**src/rtl/seg7_pkg.sv**
```systemverilog
// Shared seven-segment definitions: character codes, active-low a..g
// patterns and one-hot digit helpers. Used by both the scan decoder and the
// driver-side encoder.
package seg7_pkg;

    typedef logic [4:0] char_t;

    localparam char_t CH_0       = 5'h00;
    localparam char_t CH_1       = 5'h01;
    localparam char_t CH_2       = 5'h02;
    localparam char_t CH_3       = 5'h03;
    localparam char_t CH_4       = 5'h04;
    localparam char_t CH_5       = 5'h05;
    localparam char_t CH_6       = 5'h06;
    localparam char_t CH_7       = 5'h07;
    localparam char_t CH_8       = 5'h08;
    localparam char_t CH_9       = 5'h09;
    localparam char_t CH_E       = 5'h0A;
    localparam char_t CH_F       = 5'h0B;
    localparam char_t CH_N       = 5'h0C;
    localparam char_t CH_P       = 5'h0D;
    localparam char_t CH_R       = 5'h0E;
    localparam char_t CH_DASH    = 5'h0F;
    localparam char_t CH_BLANK   = 5'h10;
    localparam char_t CH_UNKNOWN = 5'h1F;

    // Segment patterns, bit6..bit0 = a..g, a 0 lights the segment.
    localparam logic [6:0] PAT_0     = 7'b0000001;
    localparam logic [6:0] PAT_1     = 7'b1001111;
    localparam logic [6:0] PAT_2     = 7'b0010010;
    localparam logic [6:0] PAT_3     = 7'b0000110;
    localparam logic [6:0] PAT_4     = 7'b1001100;
    localparam logic [6:0] PAT_5     = 7'b0100100;
    localparam logic [6:0] PAT_6     = 7'b0100000;
    localparam logic [6:0] PAT_7     = 7'b0001111;
    localparam logic [6:0] PAT_8     = 7'b0000000;
    localparam logic [6:0] PAT_9     = 7'b0000100;
    localparam logic [6:0] PAT_E     = 7'b0110000;
    localparam logic [6:0] PAT_F     = 7'b0111000;
    localparam logic [6:0] PAT_N     = 7'b0001001;
    localparam logic [6:0] PAT_P     = 7'b0011000;
    localparam logic [6:0] PAT_R     = 7'b1111010;
    localparam logic [6:0] PAT_DASH  = 7'b1111110;
    localparam logic [6:0] PAT_BLANK = 7'b1111111;

    function automatic logic is_onehot4(input logic [3:0] v);
        return (v != 4'b0000) && ((v & (v - 4'd1)) == 4'b0000);
    endfunction

    // Position of the set bit; only meaningful for a one-hot argument.
    function automatic logic [1:0] onehot4_index(input logic [3:0] v);
        logic [1:0] idx;
        idx = 2'd0;
        for (int i = 0; i < 4; i++) begin
            if (v[i]) idx = 2'(i);
        end
        return idx;
    endfunction

endpackage

```
**src/rtl/seg7_pattern_decode.sv**
```systemverilog
// Combinational lookup from an active-low a..g segment pattern to its
// 5-bit character code. Letter O shares the pattern of digit 0.
module seg7_pattern_decode
    import seg7_pkg::*;
(
    input  logic [6:0] pattern_i,
    output char_t      code_o
);

    // Pattern table; anything not in the character set is UNKNOWN.
    always_comb begin
        code_o = CH_UNKNOWN;
        case (pattern_i)
            PAT_0:     code_o = CH_0;
            PAT_1:     code_o = CH_1;
            PAT_2:     code_o = CH_2;
            PAT_3:     code_o = CH_3;
            PAT_4:     code_o = CH_4;
            PAT_5:     code_o = CH_5;
            PAT_6:     code_o = CH_6;
            PAT_7:     code_o = CH_7;
            PAT_8:     code_o = CH_8;
            PAT_9:     code_o = CH_9;
            PAT_E:     code_o = CH_E;
            PAT_F:     code_o = CH_F;
            PAT_N:     code_o = CH_N;
            PAT_P:     code_o = CH_P;
            PAT_R:     code_o = CH_R;
            PAT_DASH:  code_o = CH_DASH;
            PAT_BLANK: code_o = CH_BLANK;
            default:   code_o = CH_UNKNOWN;
        endcase
    end

endmodule

```
**src/rtl/seg_scan_decoder.sv**
```systemverilog
// Receive side of the multiplexed 4-digit seven-segment bus. Registers the
// scan bus, accepts a digit slot once its (digit, a..g) pair has been stable
// long enough to rule out ghosting, decodes it, and publishes a 4-character
// frame once every slot has been accepted. Flags a stalled scan.
module seg_scan_decoder
    import seg7_pkg::*;
#(
    parameter int STABLE_CYCLES  = 16,
    parameter int TIMEOUT_CYCLES = 200_000
) (
    input  logic        clk,
    input  logic        rst,
    input  logic [7:0]  seg_in,
    input  logic [3:0]  digit_in,
    output logic [19:0] chars,
    output logic        frame_valid,
    output logic        frame_changed,
    output logic        bad_pattern,
    output logic        scan_stall
);

    localparam int SW = $clog2(STABLE_CYCLES + 1);
    localparam int TW = $clog2(TIMEOUT_CYCLES + 1);
    localparam logic [SW-1:0] STABLE_MAX  = SW'(STABLE_CYCLES);
    localparam logic [TW-1:0] TIMEOUT_MAX = TW'(TIMEOUT_CYCLES);

    // Decimal point carries no character information.
    logic unused_dp;
    assign unused_dp = seg_in[0];

    logic [6:0]    seg_q;
    logic [3:0]    digit_q;
    logic [SW-1:0] stab_cnt_q, stab_cnt_d;
    logic          accepted_q, accepted_d;
    logic [TW-1:0] to_cnt_q, to_cnt_d;
    logic          stall_q, stall_d;
    logic [3:0]    mask_q, mask_d;
    char_t         stage_q [4];
    char_t         stage_d [4];
    logic [19:0]   chars_q, chars_d;
    logic          fv_q, fv_d;
    logic          fc_q, fc_d;
    logic          bp_q, bp_d;

    logic          in_onehot;
    logic          same_pair;
    logic          accept;
    logic [1:0]    slot;
    char_t         code;

    // The incoming sample is compared with the one already held so that the
    // count includes the sample being registered on this edge.
    assign in_onehot = is_onehot4(digit_in);
    assign same_pair = (digit_in == digit_q) && (seg_in[7:1] == seg_q);
    assign slot      = onehot4_index(digit_q);

    seg7_pattern_decode u_decode (
        .pattern_i (seg_q),
        .code_o    (code)
    );

    // Stability counter and once-per-dwell acceptance.
    always_comb begin
        stab_cnt_d = stab_cnt_q;
        accepted_d = accepted_q;
        accept     = 1'b0;
        if (!in_onehot) begin
            stab_cnt_d = '0;
            accepted_d = 1'b0;
        end else if (!same_pair) begin
            stab_cnt_d = SW'(1);
            accepted_d = 1'b0;
        end else begin
            if (stab_cnt_q != STABLE_MAX) stab_cnt_d = stab_cnt_q + SW'(1);
            if ((stab_cnt_d == STABLE_MAX) && !accepted_q) begin
                accept     = 1'b1;
                accepted_d = 1'b1;
            end
        end
    end

    // Staging, slot mask, frame publication and stall timeout.
    always_comb begin
        stage_d  = stage_q;
        mask_d   = mask_q;
        chars_d  = chars_q;
        fv_d     = 1'b0;
        fc_d     = 1'b0;
        bp_d     = 1'b0;
        to_cnt_d = to_cnt_q;
        stall_d  = stall_q;
        if (accept) begin
            stage_d[slot] = code;
            mask_d        = mask_q | (4'b0001 << slot);
            to_cnt_d      = '0;
            stall_d       = 1'b0;
            bp_d          = (code == CH_UNKNOWN);
            if (mask_d == 4'b1111) begin
                chars_d = {stage_d[3], stage_d[2], stage_d[1], stage_d[0]};
                fv_d    = 1'b1;
                fc_d    = (chars_d != chars_q);
                mask_d  = 4'b0000;
            end
        end else begin
            if (to_cnt_q != TIMEOUT_MAX) to_cnt_d = to_cnt_q + TW'(1);
            if (to_cnt_d == TIMEOUT_MAX) begin
                stall_d = 1'b1;
                mask_d  = 4'b0000;
            end
        end
    end

    // Control and published state; reset overrides every update.
    always_ff @(posedge clk) begin
        if (rst) begin
            seg_q      <= '0;
            digit_q    <= '0;
            stab_cnt_q <= '0;
            accepted_q <= 1'b0;
            to_cnt_q   <= '0;
            stall_q    <= 1'b0;
            mask_q     <= '0;
            chars_q    <= {4{CH_BLANK}};
            fv_q       <= 1'b0;
            fc_q       <= 1'b0;
            bp_q       <= 1'b0;
        end else begin
            seg_q      <= seg_in[7:1];
            digit_q    <= digit_in;
            stab_cnt_q <= stab_cnt_d;
            accepted_q <= accepted_d;
            to_cnt_q   <= to_cnt_d;
            stall_q    <= stall_d;
            mask_q     <= mask_d;
            chars_q    <= chars_d;
            fv_q       <= fv_d;
            fc_q       <= fc_d;
            bp_q       <= bp_d;
        end
    end

    // Staging entries are only read once all four slots are rewritten.
    always_ff @(posedge clk) begin
        stage_q <= stage_d;
    end

    assign chars         = chars_q;
    assign frame_valid   = fv_q;
    assign frame_changed = fc_q;
    assign bad_pattern   = bp_q;
    assign scan_stall    = stall_q;

endmodule

```
**config.mk**
```make
export PLATFORM = sky130hd
export DESIGN_NAME = seg_scan_decoder
export DESIGN_NICKNAME = d
export VERILOG_FILES = /design/src/rtl/seg7_pkg.sv /design/src/rtl/seg7_pattern_decode.sv /design/src/rtl/seg_scan_decoder.sv
export SDC_FILE = /design/constraint.sdc
export NUM_CORES = 1
export LEC_CHECK = 0
export CORE_MARGIN = 2
export CORE_UTILIZATION = 40
export CTS_CLUSTER_SIZE = 16
export DETAILED_ROUTE_END_ITERATION = 6
export GPL_TIMING_DRIVEN = 0
export SLEW_MARGIN = 25
export SYNTH_ARGS = -nofsm -noshare
export SYNTH_HDL_FRONTEND = slang
export SYNTH_HIERARCHICAL = 1
export SYNTH_SLANG_ARGS = --single-unit
export TNS_END_PERCENT = 50
```
**constraint.sdc**
```tcl
create_clock -name clk -period 5.44 [get_ports clk]
set_clock_uncertainty 0.05 [all_clocks]
set_input_delay 0.816 -clock clk [delete_from_list [all_inputs] [get_ports clk]]
set_output_delay 0.816 -clock clk [all_outputs]
set_load 0.02 [all_outputs]
```
== After elaboration in Yosys (flattened, before gate mapping) ==
Index checks and enable logic that the tools add are counted.
Cells by class
  $add $sub $neg: 3
  $mul: 0
  divide/modulo/power cells: 0
  $lt $le $gt $ge: 2
  equal/unequal tests: 25
  shifts and indexed selects: 1
  multiplexer cells: 20
  bitwise operators: 7
  reduce and logical (&&, ||, !) cells: 15
Operators with widths (number)
  one-hot mux 5 bit (17 select lines): 1
  two-way mux 18 bit: 2
  equality test 7 bit, second input constant: 5
  equality test 7 x 6 -> 1 bit, second input constant: 4
  bitwise mux 20 bit: 1
  two-way mux 5 bit: 4
  != test 20 bit: 1
  adder 18 x 1 -> 18 bit, second input constant: 1
  equality test 18 bit, second input constant: 1
  != test 18 bit, second input constant: 1
  equality test 7 x 3 -> 1 bit, second input constant: 2
  equality test 7 x 4 -> 1 bit, second input constant: 2
  equality test 7 x 5 -> 1 bit, second input constant: 2
  two-way mux 4 bit: 3
  demux 5 bit (select 2 bit): 1
  equality test 5 bit, second input constant: 2
  equality test 7 x 1 -> 1 bit, second input constant: 1
  equality test 7 bit: 1
  logical NOT 7 bit: 1
  two-way mux 1 bit: 6
  OR reduction 2 bit: 3
  OR reduction 3 bit: 2
  adder 5 x 1 -> 5 bit, second input constant: 1
  != test 5 bit, second input constant: 1
  other kinds (17): 24
Storage, ports and cells
  flip-flop bits (word level): 83
  latch bits: 0
  bits in writable memories: 0
  bits in read-only memories: 0
  output and inout bits: 24
  logic and storage cells: 89
  memories: 0

== Depth between registers and ports, before layout ==
Gate-level depths: netlist of the first run.
  word-level depth: 14
  gate-level depth with buffers: 13
  mapped depth without buffers: 12

== By module ==
The synthesis of the first run kept the hierarchy.
By module, submodules not included
  seg_scan_decoder: instances 1, cells each 401, area each 4125.2 um^2, sequential area each 1861.8 um^2
  seg7_pattern_decode: instances 1, cells each 56, area each 369.1 um^2, sequential area each 0.0 um^2

== Worst setup path before layout of the first run ==
OpenSTA, ideal clock, no wires.
  path type: register -> register
  start: register seg_q[0]
  end: register fc_q (netlist: frame_changed)
  setup time: 130 ps
  data arrival time: 2865 ps
  data required time: 5260 ps
  setup slack: 2395 ps
  stages on the path, launching flop included: 14
  path buffers: 1
  clock period less this slack: 3045 ps
  cells stage by stage: dfxtp_1 buf_6 nand2b_4 or4_4 o211ai_2 nor4_1 or4_1 mux2_2 xnor2_1 nand3_1 nor4_1 nand4_1 nor3_1 nor3_2
RTL lines
  start: declaration: line seg_scan_decoder.sv:31  | logic [6:0] seg_q;
  start signal: assignment: line seg_scan_decoder.sv:128  | seg_q <= seg_in[7:1];
  equality test 7 bit, or another cell as far along: line seg7_pattern_decode.sv:13  | case (pattern_i)
  one-hot mux 5 bit (17 select lines) (*): line seg7_pattern_decode.sv:13
  net code[1]: line seg_scan_decoder.sv:49  | char_t code;
  bitwise mux 20 bit (*): line seg_scan_decoder.sv:93  | stage_d[slot] = code;
  != test 20 bit (*): line seg_scan_decoder.sv:101  | fc_d = (chars_d != chars_q);
  end signal: assignment: line seg_scan_decoder.sv:125  | fc_q <= 1'b0;
  end signal: assignment: line seg_scan_decoder.sv:137  | fc_q <= fc_d;
  end: declaration: line seg_scan_decoder.sv:42  | logic fc_q, fc_d;
Mark *: on every way through the listed nets, which the timed path passes. The rest lies on a longest branch.
A chain may end at the register's enable or synchronous reset.

== Worst setup path in the final report of the first run ==
  start: register seg_q[5]
  end: register fc_q (netlist: frame_changed)
The elaborated chain is that of the path after synthesis.

==> results of run 1 <==
-- stage by stage --
step / instances / setup WS, ps
6_report: 650 / 1921
5_1_grt: 650 / 1641
4_1_cts: 650 / 1905
3_5_place_dp: 634 / 1764
3_3_place_gp: 633 / 1474
2_1_floorplan: 457 / 2395
-- registers in the layout (all words and copies together), names as in the netlist --
| register | count |
|---|---|
| seg_q | 7 |
| stage_q | 20 |
| frame_changed | 1 |
| stab_cnt_q | 5 |
| scan_stall | 1 |
| digit_q | 4 |
| bad_pattern | 1 |
| chars | 20 |
| accepted_q | 1 |
| mask_q | 4 |
| frame_valid | 1 |
| to_cnt_q | 18 |
-- worst register-to-register path: cells and delay by family (launching register included) --
| kind | cells | cell delay [ps] |
|---|---|---|
| AND/OR/NAND/NOR | 7 | 1810 |
| flip-flops | 1 | 490 |
| buffers and inverters | 1 | 380 |
| multiplexers | 1 | 350 |
| XOR/XNOR | 1 | 150 |
| AO/OA/AOI/OAI | 1 | 140 |
-- layout make-up --
class / instances / area [um^2]
Clock buffer: 9 / 123.9
Tap cell: 140 / 175.2
Timing Repair Buffer: 37 / 371.6
Multi-Input combinational cell: 332 / 2426
Sequential cell: 83 / 1862
Clock inverter: 7 / 43.79
Fill cell: 1045 / 5679
Inverter: 15 / 56.30
Buffer: 27 / 150.1
-- layer usage --
layer | part of all wire (%) | wire [um] | vias up | GRT usage (%)
li1 | - | - | 1718 | -
met1 | 47 | 4467 | 1637 | 22.16
met2 | 48 | 4549 | 65 | 27.96
met3 | 4.5 | 426 | 12 | 5.350
met4 | 1.2 | 114 | 0 | 5.425
met5 | 0 | 0 | - | 0
-- report_power, final --
group	total, uW	internal, uW	switching [uW]
clock network	394	164	230
registers	647	637	9.49
logic	126	55.5	70.6
total	1170	857	310
-- layout by cell type, fill, tap and decap left out, types with 11 or more instances in the layout --
cell,instances
xnor2_1,21
nand2_1,12
nor2b_1,12
edfxtp_1,20
inv_1,15
buf_2,12
nor2_1,55
mux2_2,16
nand4_1,11
mux2i_1,28
xor2_1,31
a21oi_1,11
dfxtp_1,63
nand3_1,14
clkdlybuf4s50_1,36
-- worst max-delay path by stage --
stage                              startpoint                  endpoint  slack, ps
after global placement            digit_in[3]   to_cnt_q[11]$_SDFF_PP0_       1470
after floorplan           seg_q[0]$_SDFF_PP0_  frame_changed$_SDFF_PP0_       2390
after detailed placement          digit_in[3]    chars[11]$_SDFFE_PP0P_       1760
after global routing      seg_q[5]$_SDFF_PP0_  frame_changed$_SDFF_PP0_       1640
after CTS                 seg_q[0]$_SDFF_PP0_  frame_changed$_SDFF_PP0_       1900
final                     seg_q[5]$_SDFF_PP0_  frame_changed$_SDFF_PP0_       1920
-- cells by family (layout without fill, tap and decap cells) --
kind of cell	after synthesis	in the layout	synth area share [%]
xor+xnor	53	53	10.50
simple gates	183	183	24.42
flops	83	83	41.43
fa+ha+maj	4	4	1.114
compound gates	46	46	7.044
buf+inv	42	95	4.594
mux	46	46	10.91
-- synth_stat cells (3+ instances only) --
master	instances	share of area [%]
nand3b_1	3	0.50
o21ai_0	7	0.78
mux2_2	16	4.0
nor3_1	8	0.89
nor4bb_1	3	0.67
and3_1	8	1.1
nor3b_1	4	0.67
dfxtp_1	63	28
buf_6	4	1.0
nand4_1	11	1.5
nand3_1	14	1.6
clkbuf_1	10	0.84
nand2b_1	9	1.3
ha_1	4	1.1
nor2b_1	12	1.7
and4_1	4	0.78
a21oi_1	11	1.2
xnor2_1	21	4.1
nor4b_1	4	0.78
a31o_2	3	0.58
inv_1	15	1.3
mux2i_1	28	6.2
xor2_1	31	6.0
nand3_2	3	0.67
o21a_1	3	0.50
nand2_1	12	1.0
o2111ai_1	3	0.58
nor4_1	10	1.4
nor2_1	55	4.6
buf_2	12	1.3
edfxtp_1	20	13
o211ai_1	3	0.50
==> impl_metrics.toml, run 1 <==
[sta]
fin_hold_ws_ps = 406.9
hold_viol_final = 0
fmaxAchievable_mhz = 284.2
slew_headroom_pct = 51.51
tns_ps = 0
slew_violations = 0
min_period_ps = 3519
worst_pin_slew_ps = 719.7
finalCritPeriodShare_pct = 64.69
rsz0062_at_grt = "false"
setup_violations = 0

[worst_setup_path]
cpMaxStageDelayCell = "or4_1"
path_buf_inv = 1
cp.depth = 11
cp_top_family = "simple AND/OR/NAND/NOR gates"
crit_required_ps = 5630
crit_fanout = 10
reg2reg_depth = 11
max_stage_delay_ps = 630
reg2reg_slack_ps = 1920
cp_common_cell = "nor4_1"
r2r_start = "seg_q[5]$_SDFF_PP0_"
critPathLaunchType = "flop"
cp_cell_sequence = "clkbuf_1 > a31oi_1 > nor4bb_1 > nor4_1 > or4_1 > mux2_2 > xor2_1 > nor4_1 > nand4_1 > nor3_1 > nor3_2"
r2r-end = "frame_changed$_SDFF_PP0_"
worstSetupPathType = "reg -> reg"
endpoint_kind = "flop"
arrival_ps = 3710

[detailed_routing]
wl_per_cell_um = 14.70
drt-pass1-iter-count = 4
remaining_drc_errors = 0
vias = 3432
drtIter0Drc = 137
viasPerCell = 5.280
drtAntennaViolNets = 0
wirelength_um = 9557

[run]
drv_cap = 0

[final_layout]
finish.utilization_pct = 47.84
final_nets = 523
fin_area_mm2 = 0.005209
drive_above_1_share_pct = 14.71
syn_to_final_growth_pct = 15.90
diodes = 0

[pwr]
p_leak_uw = 0.001998
vdd_drop_max_v = 0.0001541
power_uw = 1167
powerDensity_mw_per_mm2 = 224.1

[floorplan]
placementRows = 38
die_w_um = 110
die-area_mm2 = 0.01210
coreArea_mm2 = 0.01089
ios = 38
start_util_pct = 41.28
die_y_um = 110

[yosys]
netlist_area_mm2 = 0.004494
synth_cell_type_count = 63
synth-edff-count = 20
seq_area_frac_synth_pct = 41.43
syn_area_per_cell_um2 = 9.834
ys_warn_count = 6
yosys_register_bits = 83
synth_fp_nets = 475
synth_cells = 457
synthArstFlopShare_pct = 0
synth-main-ff-cell = "dfxtp_1"

[placed_design]
gp_congestion = 0.8577
dp_hpwl_um = 6992
port-buffer-count = 36
placed_area_mm2 = 0.005041

[clock_network]
postCtsSetupRepairBufs = 0
cts.path.max_buffers = 2
clk_pin_slew_ps = 80
root_buffer = "clkbuf_8"
cts-htree-levels = 3
cts_resized = 0
cts_tree = "built"
clock-sinks = 83
insertion_delay_ps = 370
cts_hold_buf = 0
cts_buffers = 9

[global_route]
grt_max_degree = 16
antenna_found_initial = 0
track_usage_pct = 17.33
grt_pass1_wl_um = 16180
grt_pass1_vias = 3286
grt.overflow.total = 0

[hold_path]
hold_start = "scan_stall$_SDFFE_PP0N_"
hold_class = "reg -> reg"
min_to = "scan_stall$_SDFFE_PP0N_"
worstHoldPathCells = 2

[run_status]
outcome = "finished clean"
(Power assumes the default switching activity.)
==> inputs of run 2 (changes only) <==
==> constraint.sdc (replaced) <==
create_clock -name clk -period 3.3 [get_ports clk]
set_clock_uncertainty 0.05 [all_clocks]
set_input_delay 0.495 -clock clk [delete_from_list [all_inputs] [get_ports clk]]
set_output_delay 0.495 -clock clk [all_outputs]
set_load 0.02 [all_outputs]
==> impl_metrics.toml, run 2 (same netlist as run 1, synthesis figures left out) <==
[run_status]
violations = "negative setup slack"
outcome = "complete, but fails checks"

[placed_design]
port-buffer-count = 36
dp_hpwl_um = 6992
dp_slack_ps = -204.6
gp_congestion = 0.8577

[pwr]
clkPwrFrac_pct = 33.2
power_frac_comb_pct = 12.1
vdd_drop_max_v = 0.0002540
swShare_pct = 26.58
p_seq_share_pct = 54.7
powerDensity_mw_per_mm2 = 361.0
p_leak_uw = 0.002081
p_int_uw = 1434
switching_power_uw = 518.9

[clock_network]
cts-htree-levels = 3
cts_hold_buf = 0
clock-sinks = 83
root_buffer = "clkbuf_8"
cts.path.max_buffers = 2
insertion_delay_ps = 370
cts_tree = "built"
cts_buffers = 9
clk_pin_slew_ps = 80

[worst_setup_path]
r2r_start = "seg_q[2]$_SDFF_PP0_"
reg2reg_slack_ps = -10
crit_fanout = 5
cp-startpoint = "seg_q[2]$_SDFF_PP0_"
critPathLaunchType = "flop"
reg2reg_depth = 13
arrival_ps = 3500
cpMaxStageDelayCell = "or4_4"
worstSetupPathType = "reg -> reg"
cp_top_family = "simple AND/OR/NAND/NOR gates"
cp_cell_sequence = "buf_8 > nor4_4 > a31oi_1 > nor4bb_2 > nor4_4 > or4_4 > mux2_4 > xnor2_2 > nand3_1 > nor4_2 > nand4_1 > nor3_2 > nor3_2"
max_stage_delay_ps = 550
crit_end = "frame_changed$_SDFF_PP0_"
cp.depth = 13
path_buf_inv = 1
endpoint_kind = "flop"
crit_required_ps = 3490
r2r-end = "frame_changed$_SDFF_PP0_"

[final_layout]
layout_common_cells = "dfxtp_1, nor2_1, clkdlybuf4s50_1, xor2_1, mux2i_1"
diodes = 0
final_common_cell = "dfxtp_1"
syn_to_final_growth_pct = 20.35
final_nets = 531
nFillCells = 1031
drive_above_1_share_pct = 20.27

[sta]
slew_headroom_pct = 53.25
finalCritPeriodShare_pct = 100.3
timing.final.ws_setup_ps = -9.640
rsz0062_at_grt = "true"
min_period_ps = 3310
worst_pin_slew_ps = 693.9
slew_violations = 0
hold_viol_final = 0
tns_ps = -9.640
fmaxAchievable_mhz = 302.1
setup_violations = 1
fin_hold_ws_ps = 406.9

[hold_path]
hold_start = "scan_stall$_SDFFE_PP0N_"
hold_class = "reg -> reg"

[floorplan]
die-area_mm2 = 0.01210
placementRows = 38
die_w_um = 110
ios = 38
die_y_um = 110
start_util_pct = 41.28
coreArea_mm2 = 0.01089

[global_route]
track_usage_pct = 17.33
grt_max_degree = 16
grt.overflow.total = 0
grt_pass1_vias = 3280
antenna_found_initial = 0
grt_pass1_wl_um = 16180

[run]
drv_cap = 0

[detailed_routing]
drtIter0Drc = 106
wirelength_um = 9795
remaining_drc_errors = 0
wl_per_cell_um = 14.89
drtAntennaViolNets = 0
vias = 3470
drt-pass1-iter-count = 4
viasPerCell = 5.274
run 2: cell count changes in the layout (fill, tap and decap cells not counted), sizes merged:
cell,previous run,this run
buf,18,27
clkbuf,19,18
run 2: worst min-delay path by stage:
stage               depth (start not counted)                      end  slack [ps]
detailed placement                          2  accepted_q$_SDFFE_PP0P_         400
global route                                2  scan_stall$_SDFFE_PP0N_         440
finish                                      2  scan_stall$_SDFFE_PP0N_         410
floorplan                                   2  accepted_q$_SDFFE_PP0P_         380
CTS                                         2  accepted_q$_SDFFE_PP0P_         410
global placement                            2  scan_stall$_SDFFE_PP0N_         390
run 2: what timing repair did:
action / CTS / global route
endpoints found under the setup margin: 1 / 1
pin swaps: 3 / 10
gates resized for setup: 3 / 43
hold endpoints to repair: 0 / 0
setup buffers: 0 / 9
run 2: power groups by stage:
stage	combinational (uW)	clock [uW]	sequential [uW]
final	236	648	1070
after floorplan	149	0	1090
after global placement	204	0	1090
after detailed placement	207	0	1090
after CTS	211	684	1070
after global routing	259	722	1070
run 2: layout make-up:
type / count / area (um^2) / area share (%)
multi-input combinational: 332 / 2525 / 46.68
sequential: 83 / 1877 / 34.70
timing repair buffer: 46 / 439.2 / 8.119
tap: 140 / 175.2 / 3.238
buffer: 26 / 168.9 / 3.123
clock buffer: 9 / 123.9 / 2.290
inverter: 15 / 56.30 / 1.041
clock inverter: 7 / 43.79 / 0.8096
run 2: metal layers:
layer	vias up	global-route usage [%]	part of all wire, %
met5	-	0	0
met3	12	5.291	4.5
met2	59	28.05	48
met4	0	5.244	1.2
li1	1738	-	-
met1	1661	22.19	46
run 2: per-stage QoR:
| step | util, % | power, uW | area (um^2) | std cells |
|---|---|---|---|---|
| final | 49.68 | 1953 | 5409 | 658 |
| after global routing | 49.68 | 2051 | 5409 | 658 |
| after CTS | 47.98 | 1960 | 5224 | 650 |
| after detailed placement | 46.30 | 1297 | 5041 | 634 |
| after global placement | 46.20 | 1294 | 5030 | 633 |
| after floorplan | - | 1235 | 4494 | 457 |
run 2: worst min-delay path: cells and delay by family, from the launching register on:
kind / cells / cell delay [ps]
AOI/OAI and AO/OA: 1 / 50
buffers and inverters: 1 / 50
DFF: 1 / 310
==> inputs of run 3 (changes only) <==
--- a/config.mk
+++ b/config.mk
@@ -10,6 +10,7 @@
 export CTS_CLUSTER_SIZE = 16
 export DETAILED_ROUTE_END_ITERATION = 6
 export GPL_TIMING_DRIVEN = 0
+export HOLD_SLACK_MARGIN = 0.02
 export SLEW_MARGIN = 25
 export SYNTH_ARGS = -nofsm -noshare
 export SYNTH_HDL_FRONTEND = slang
==> results of run 3 <==
Final layout, timing and power as in run 2 (identical DEF).
